$ cat src/rtl/sal_ref_sched.sv
// Refresh scheduler: counts tREFI, tracks postponed-refresh debt and requests all-bank REF
// over a req/gnt handshake, then holds off for tRFC. Optional macro: SAL_REF_POSTPONE_EN.
module sal_ref_sched #(
   parameter int TREFI_W   = 16,
   parameter int TRFC_W    = 10,
   parameter int MAX_DEBT  = 8,
   parameter int URGENT_TH = 6,
   localparam int DEBT_W   = $clog2(MAX_DEBT + 1)
) (
   input  logic               clk,
   input  logic               rst,
   input  logic               ref_en_i,
   input  logic [TREFI_W-1:0] trefi_i,
   input  logic [TRFC_W-1:0]  trfc_i,
   input  logic               idle_i,
   output logic               ref_req_o,
   output logic               ref_urgent_o,
   input  logic               ref_gnt_i,
   output logic               ref_busy_o,
   output logic [DEBT_W-1:0]  debt_o,
   output logic               overflow_o,
   output logic [1:0]         state_o
);

   // Handshake: ref_req_o rises from IDLE and stays high until the cycle ref_gnt_i is
   // sampled high; a grant seen in any other state is ignored.

   typedef enum logic [1:0] {
      ST_IDLE = 2'd0,
      ST_REQ  = 2'd1,
      ST_RFC  = 2'd2
   } state_t;

   localparam logic [DEBT_W-1:0] DEBT_MAX = DEBT_W'(MAX_DEBT);
   localparam logic [DEBT_W-1:0] DEBT_URG = DEBT_W'(URGENT_TH);
   localparam logic [DEBT_W-1:0] DEBT_ONE = DEBT_W'(1);

   state_t              state;
   logic [TREFI_W-1:0]  int_cnt;
   logic [TRFC_W-1:0]   rfc_cnt;
   logic [DEBT_W-1:0]   debt;
   logic [DEBT_W-1:0]   debt_nxt;
   logic                run;
   logic                tick;
   logic                grant;
   logic                debt_ovf;
   logic                want_req;
   logic                urgent_nxt;
   logic [TREFI_W-1:0]  trefi_reload;
   logic [TRFC_W-1:0]   trfc_reload;

   assign run          = ref_en_i && (trefi_i != '0);
   assign tick         = run && (int_cnt == '0);
   assign grant        = (state == ST_REQ) && ref_gnt_i;
   assign trefi_reload = trefi_i - TREFI_W'(1);
   // trfc_i = 0 still gives a one-cycle tRFC window
   assign trfc_reload  = (trfc_i == '0) ? '0 : trfc_i - TRFC_W'(1);

   always_comb begin
      debt_nxt = debt;
      debt_ovf = 1'b0;
      if (tick && !grant) begin
         if (debt == DEBT_MAX) begin
            debt_ovf = 1'b1;
         end else begin
            debt_nxt = debt + DEBT_ONE;
         end
      end else if (grant && !tick) begin
         debt_nxt = debt - DEBT_ONE;
      end
   end

`ifdef SAL_REF_POSTPONE_EN
   assign want_req   = (debt != '0) && (idle_i || (debt >= DEBT_URG));
   assign urgent_nxt = (debt_nxt >= DEBT_URG);
`else
   logic idle_unused;
   assign idle_unused = idle_i;
   assign want_req    = (debt != '0);
   assign urgent_nxt  = 1'b1;
`endif

   // Interval counter: reloads trefi_i-1 on reset, while disabled and after each tick
   always_ff @(posedge clk) begin
      if (rst) begin
         int_cnt <= trefi_reload;
      end else if (!run) begin
         int_cnt <= trefi_reload;
      end else if (int_cnt == '0) begin
         int_cnt <= trefi_reload;
      end else begin
         int_cnt <= int_cnt - TREFI_W'(1);
      end
   end

   always_ff @(posedge clk) begin
      if (rst) begin
         debt       <= '0;
         overflow_o <= 1'b0;
      end else begin
         debt <= debt_nxt;
         if (debt_ovf) begin
            overflow_o <= 1'b1;
         end
      end
   end

   always_ff @(posedge clk) begin
      if (rst) begin
         state        <= ST_IDLE;
         rfc_cnt      <= '0;
         ref_req_o    <= 1'b0;
         ref_urgent_o <= 1'b0;
         ref_busy_o   <= 1'b0;
      end else begin
         case (state)
            ST_IDLE: begin
               if (want_req) begin
                  state        <= ST_REQ;
                  ref_req_o    <= 1'b1;
                  ref_urgent_o <= urgent_nxt;
               end
            end
            ST_REQ: begin
               if (ref_gnt_i) begin
                  state        <= ST_RFC;
                  rfc_cnt      <= trfc_reload;
                  ref_req_o    <= 1'b0;
                  ref_urgent_o <= 1'b0;
                  ref_busy_o   <= 1'b1;
               end else begin
                  ref_urgent_o <= urgent_nxt;
               end
            end
            ST_RFC: begin
               if (rfc_cnt == '0) begin
                  state      <= ST_IDLE;
                  ref_busy_o <= 1'b0;
               end else begin
                  rfc_cnt <= rfc_cnt - TRFC_W'(1);
               end
            end
            default: begin
               state        <= ST_IDLE;
               ref_req_o    <= 1'b0;
               ref_urgent_o <= 1'b0;
               ref_busy_o   <= 1'b0;
            end
         endcase
      end
   end

   assign debt_o  = debt;
   assign state_o = state;

endmodule
$ cat config.mk
export PLATFORM = sky130hd
export DESIGN_NAME = sal_ref_sched
export DESIGN_NICKNAME = d
export VERILOG_FILES = /design/src/rtl/sal_ref_sched.sv
export SDC_FILE = /design/constraint.sdc
export NUM_CORES = 1
export LEC_CHECK = 0
export ABC_AREA = 1
export CAP_MARGIN = 20
export CORE_ASPECT_RATIO = 2
export CORE_MARGIN = 1
export CORE_UTILIZATION = 50
export CTS_CLUSTER_SIZE = 30
export DETAILED_ROUTE_END_ITERATION = 10
export MAX_ROUTING_LAYER = met4
export PLACE_DENSITY_LB_ADDON = 0.08
export SYNTH_ARGS = -nofsm -noshare
export SYNTH_HDL_FRONTEND = slang
export SYNTH_SLANG_ARGS = --single-unit
$ cat constraint.sdc
create_clock -name clk -period 3 [get_ports clk]
set_input_delay 0.3 -clock clk [delete_from_list [all_inputs] [get_ports clk]]
set_output_delay 0.3 -clock clk [all_outputs]
set_load 0.1 [all_outputs]
Yosys cells after proc, flatten, opt, wreduce, memory -nomap -nowiden
Index checks and enable logic that the tools add are counted.
{ "word_totals": {"elab_cells": 69, "mem_bits_rw": 0, "inputBits": 31, "memories": 0, "register_bits": 36, "latchBits": 0, "mem_bits_ro": 0} }
{ "classes": {"div": 0, "n_eq_ne": 8, "bitwise": 2, "muxes": 24, "shifts": 0, "n_addsub": 6, "n_mul": 0, "order_cmp": 0, "n_reduce_logical": 21} }
{ "op_table": {"columns": ["cell", "n"], "rows": [
  ["$mux W16", 3],
  ["$sub A16 B1 Y16 const B", 2],
  ["$mux W10", 3],
  ["$logic_not A10 Y1", 2],
  ["$pmux W10 S2", 1],
  ["$sub A10 B1 Y10 const B", 2],
  ["$logic_not A16 Y1", 1],
  ["$reduce_bool A16 Y1", 1],
  ["$mux W4", 3],
  ["$reduce_and A3 Y1", 4],
  ["$ne A2 B2 Y1 const B", 5],
  ["$pmux W1 S3", 3],
  ["$mux W1", 7],
  ["$mux W2", 3],
  ["$pmux W2 S3", 1],
  ["$logic_and A1 B1 Y1", 5],
  ["$add A4 B1 Y4 const B", 1],
  ["$eq A4 B4 Y1 const B", 1],
  ["$reduce_and A2 Y1", 2],
  ["$reduce_bool A2 Y1", 2],
  ["$reduce_bool A4 Y1", 1],
  ["$sub A4 B1 Y4 const B", 1],
  ["$eq A2 B1 Y1 const B", 1],
  ["$eq A2 B2 Y1 const B", 1],
  ["3 further kinds", 5]
]} }

Depth between registers and ports, before layout
{ "depth": {"word_depth": 7, "ltp_mapped": 17} }

Worst setup path before layout
Ideal clock, no wire load.
{ "synth_timing": {"kind": "register to register", "start": "reg state[1] (netlist: state_o[1])", "end": "reg debt[3] (netlist: debt_o[3])", "period_less_slack_ps": 2460, "stages_incl_launch_ff": 13, "n_path_buf": 0, "setup_slack_ps": 540, "t_arrival_ps": 2350, "cell_sequence": "dfxtp_1 -> nor2_1 -> nand2_2 -> nand3_2 -> ha_1 -> nand2_1 -> nand2_1 -> a31oi_1 -> inv_1 -> nand2_1 -> nand4_1 -> nand2_1 -> nor2_1"} }
{ "synth_via": {"elab_chain_cells": 6, "word_cells_on_any_way": 9, "classes_between": "2 x eq/ne; 1 x mux; 6 x reduce/logical"} }
{ "synth_rtl": {"columns": ["item", "line", "text"], "rows": [
  ["start, declared", "38", "state_t state;"],
  ["start signal, assigned", "110", "state <= ST_IDLE;"],
  ["start signal, assigned", "119", "state <= ST_REQ;"],
  ["start signal, assigned", "126", "state <= ST_RFC;"],
  ["$eq A2 B1 Y1 *", "54", "assign grant = (state == ST_REQ) && ref_gnt_i;"],
  ["$logic_and A1 B1 Y1 *", "54", null],
  ["$logic_not A1 Y1", "62", "if (tick && !grant) begin"],
  ["$logic_and A1 B1 Y1", "62", null],
  ["$ne A2 B2 Y1 (no source line) or $reduce_bool A2 Y1 (tied branches)", null, null],
  ["$reduce_and A2 Y1 (no source line)", null, null],
  ["end signal, assigned", "101", "debt <= debt_nxt;"],
  ["end, declared", "41", "logic [DEBT_W-1:0] debt;"]
]} }
Mark *: on every way between the ends. The rest lies on a longest branch, timed or not.
A chain may end at the register's enable or synchronous reset.

Final worst setup path
{ "layout_timing": {"start": "in trefi_i[0]", "end": "reg debt[3] (netlist: debt_o[3])"} }
{ "layout_via": {"elab_chain_cells": 7, "word_cells_on_any_way": 10, "classes_between": "1 x eq/ne; 1 x mux; 8 x reduce/logical"} }
{ "layout_rtl": {"columns": ["item", "line", "text"], "rows": [
  ["start, declared", "13", "input logic [TREFI_W-1:0] trefi_i,"],
  ["$reduce_bool A16 Y1 *", "52", "assign run = ref_en_i && (trefi_i != '0);"],
  ["$logic_and A1 B1 Y1 *", "52", null],
  ["$logic_and A1 B1 Y1 *", "53", "assign tick = run && (int_cnt == '0);"],
  ["$logic_not A1 Y1", "68", "end else if (grant && !tick) begin"],
  ["$logic_and A1 B1 Y1", "68", null],
  ["$reduce_bool A2 Y1 (no source line)", null, null],
  ["$reduce_and A2 Y1 (no source line)", null, null]
]} }
Marked as above.

==> results.yml <==
cells_and_area:
  drive_gt1_share_pct: 12.0
  fillers: 475
  seqCellArea_sq_um: 721
  multi_input_comb_area_sq_um: 1560
  diodes: 0
  final_area_sq_um: 3080
  nets: 471
  area_delta_synth_final_pct: 19.3
die:
  coreArea_sq_um: 4910
  pin_count: 41
  die_area_sq_um: 5470
  rows: 36
  die_w_microns: 52.8
  die_h_microns: 104
  initial_utilization_pct: 52.5
power_and_ir_drop:
  p_leak_nw: 1.42
  ir_drop_mv: 0.440
  total_power_mw: 2.10
  p_per_area_nw_per_um2: 683
synthesis:
  synth_seq_area_share_pct: 27.9
  ys_ff_latch: 36
  ys_warn_count: 0
  synth_mux_area_share_pct: 0.388
  synth_compound_area_share_pct: 15.4
  synth_xor_area_share_pct: 7.81
  synth_top_family_by_area: "simple AND/OR/NAND/NOR gates"
  synth_fp_nets: 430
  syn-instance-count: 392
  synthAdderAreaFrac_pct: 3.69
  netlist_area_sq_um: 2580
  syn_area_per_cell_sq_um: 6.58
  yosysUniqueCellTypes: 39
  yosys.area_share.simple_pct: 33.3
drt:
  avgViaCountPerCell: 5.17
  wl_per_cell_microns: 11.7
  first_pass_iters: 4
  drc: 0
  drt_iter0_markers: 40
  routed_wl_mm: 5.76
  ant_nets: 0
  vias: 2538
clock_tree:
  cts_tree: "done"
  numClockSinks: 36
  htreeDepth: 2
  clkTransAtPathRegs_ps: 70
  cts_buffers: 5
  ctsHoldBuffers: 0
  cts_resized: 0
  clock_path_buffers: 2
  root_buffer: "clkbuf_8"
  clock_latency_ps: 280
  cts_setup_buffers: 0
timing:
  relSlewSlack_pct: 35.6
  setup_viol: 0
  maxSlewViolCount: 0
  rsz0062_at_grt: "no"
  worst_pin_slew_ps: 963
  finalCriticalPeriod_ps: 2520
  fin_worst_skew_ps: 3.32
  max_freq_mhz: 396
  tns_ps: 0
  fin_crit_sh_pct: 84.1
  finalHoldViolCount: 0
  setup_slack_ps: 476
run:
  cap_violations: 0
global_routing:
  grt_max_degree: 18
  grt_pass1_vias: 2465
  gr-total-overflow: 0
  grt.total_usage_pct: 24.2
  antenna_found_initial: 0
  grt_pass1_wl_mm: 9.87
place:
  place.gp.congestion: 0.860
  io_buffers: 39
  hpwlAfterDp_mm: 4.77
  place_area_sq_um: 2990
  dp_slack_ps: 194
setup_path:
  start_kind: "primary input"
  path_class: "primary input to flip-flop"
  worst_ep_required_time_ps: 3180
  cp_data_arrival_time_ps: 2710
  worstPathMaxFanout: 5
  worstSetupEndpointType: "flip-flop"
hold_path:
  hold_path_class: "flip-flop to flip-flop"
outcome:
  status: "completed"
synth_stat cells (all sizes together):
master,n,area (sq um)
ha,6,75.1
nor4,2,12.5
nor3,3,20.0
a21oi,24,131
fa,1,20.0
nand4,8,56.3
mux2i,1,10.0
or2,3,18.8
o22ai,1,6.26
nand2,75,317
o21ai,38,194
nor2,65,308
xor2,16,140
inv,69,262
nand3b,1,7.51
o21a,1,7.51
buf,4,28.8
xnor2,7,61.3
dfxtp,36,721
nand3,21,120
o211ai,2,15.0
a31oi,7,43.8
clkbuf,1,3.75
cell families (layout without fill, tap and decap cells):
group	count (synthesis)	after routing
AO/OA/AOI/OAI	73	73
XOR/XNOR	23	23
adder cells (fa/ha/maj)	7	7
buffers and inverters	74	116
flip-flops	36	36
multiplexers	1	1
AND/OR/NAND/NOR	178	178
power by group:
| group | leakage (nW) | internal [mW] | switching, mW |
|---|---|---|---|
| clock | 0.0455 | 0.187 | 0.168 |
| combinational | 1.07 | 0.322 | 0.751 |
| sequential | 0.297 | 0.578 | 0.0943 |
| total | 1.42 | 1.09 | 1.01 |
stage by stage:
| step | utilization, % | hold WS (ps) | std cells |
|---|---|---|---|
| CTS | 62.6 | 460 | 491 |
| global route | 62.6 | 477 | 491 |
| global placement | 60.8 | 440 | 483 |
| detailed placement | 60.8 | 446 | 483 |
| floorplan | - | 369 | 392 |
| finish | 62.6 | 461 | 491 |
critical path, stage by stage:
cell,delay (ps)
clkdlybuf4s50_1,450
inv_1,90
ha_1,260
nand2_2,120
nor2_4,60
a21oi_1,200
nand3_2,170
ha_1,350
nand2_1,80
nand2_1,40
a31oi_1,180
nand3_1,160
nand3_2,90
nand2_1,50
inv_1,50
nor2_1,40
registers in the layout, indices dropped and copies added, names as in the netlist:
name,count
debt_o,4
ref_urgent_o,1
ref_busy_o,1
overflow_o,1
int_cnt,16
ref_req_o,1
rfc_cnt,10
state_o,2
area by class of cell:
type	instances	share of cell area [%]
Clock buffer	8	2.93
Sequential cell	36	23.4
Timing Repair Buffer	39	12.0
Multi-Input combinational cell	282	50.9
Inverter	69	8.50
Tap cell	57	2.32
layout by cell type (no fill, tap or decap), types with 3 or more instances in the layout:
master | netlist | routed
inv_1 | 63 | 63
nand3_1 | 18 | 18
inv_2 | 5 | 5
o21ai_1 | 10 | 10
nor2_4 | 3 | 3
clkbuf_8 | 0 | 6
nor2_2 | 10 | 10
nand2_1 | 65 | 65
nand4_1 | 7 | 7
nand2_2 | 8 | 8
ha_1 | 6 | 6
buf_4 | 1 | 9
xor2_1 | 16 | 16
a31oi_1 | 7 | 7
o21ai_0 | 27 | 27
nand3_2 | 3 | 3
xnor2_1 | 7 | 7
nor2_1 | 51 | 51
a21oi_1 | 23 | 23
dfxtp_1 | 36 | 36
clkdlybuf4s50_1 | 0 | 30
final timing paths:
kind / from / end / slack [ps] / depth (start not counted)
min reg2reg: int_cnt[0] / int_cnt[0] / 460 / 1
max reg2reg: int_cnt[0] / debt_o[3] / 570 / 16
min: int_cnt[0] / int_cnt[0] / 460 / 1
max: trefi_i[0] / debt_o[3] / 480 / 16
routing by layer:
layer	wire [microns]	track usage (%)	up-vias
li1	-	-	1337
met1	1990	20.6	1125
met2	3420	46.6	55
met3	143	2.94	21
met4	207	12.2	0
met5	0	-	-
(Power assumes the default switching activity.)
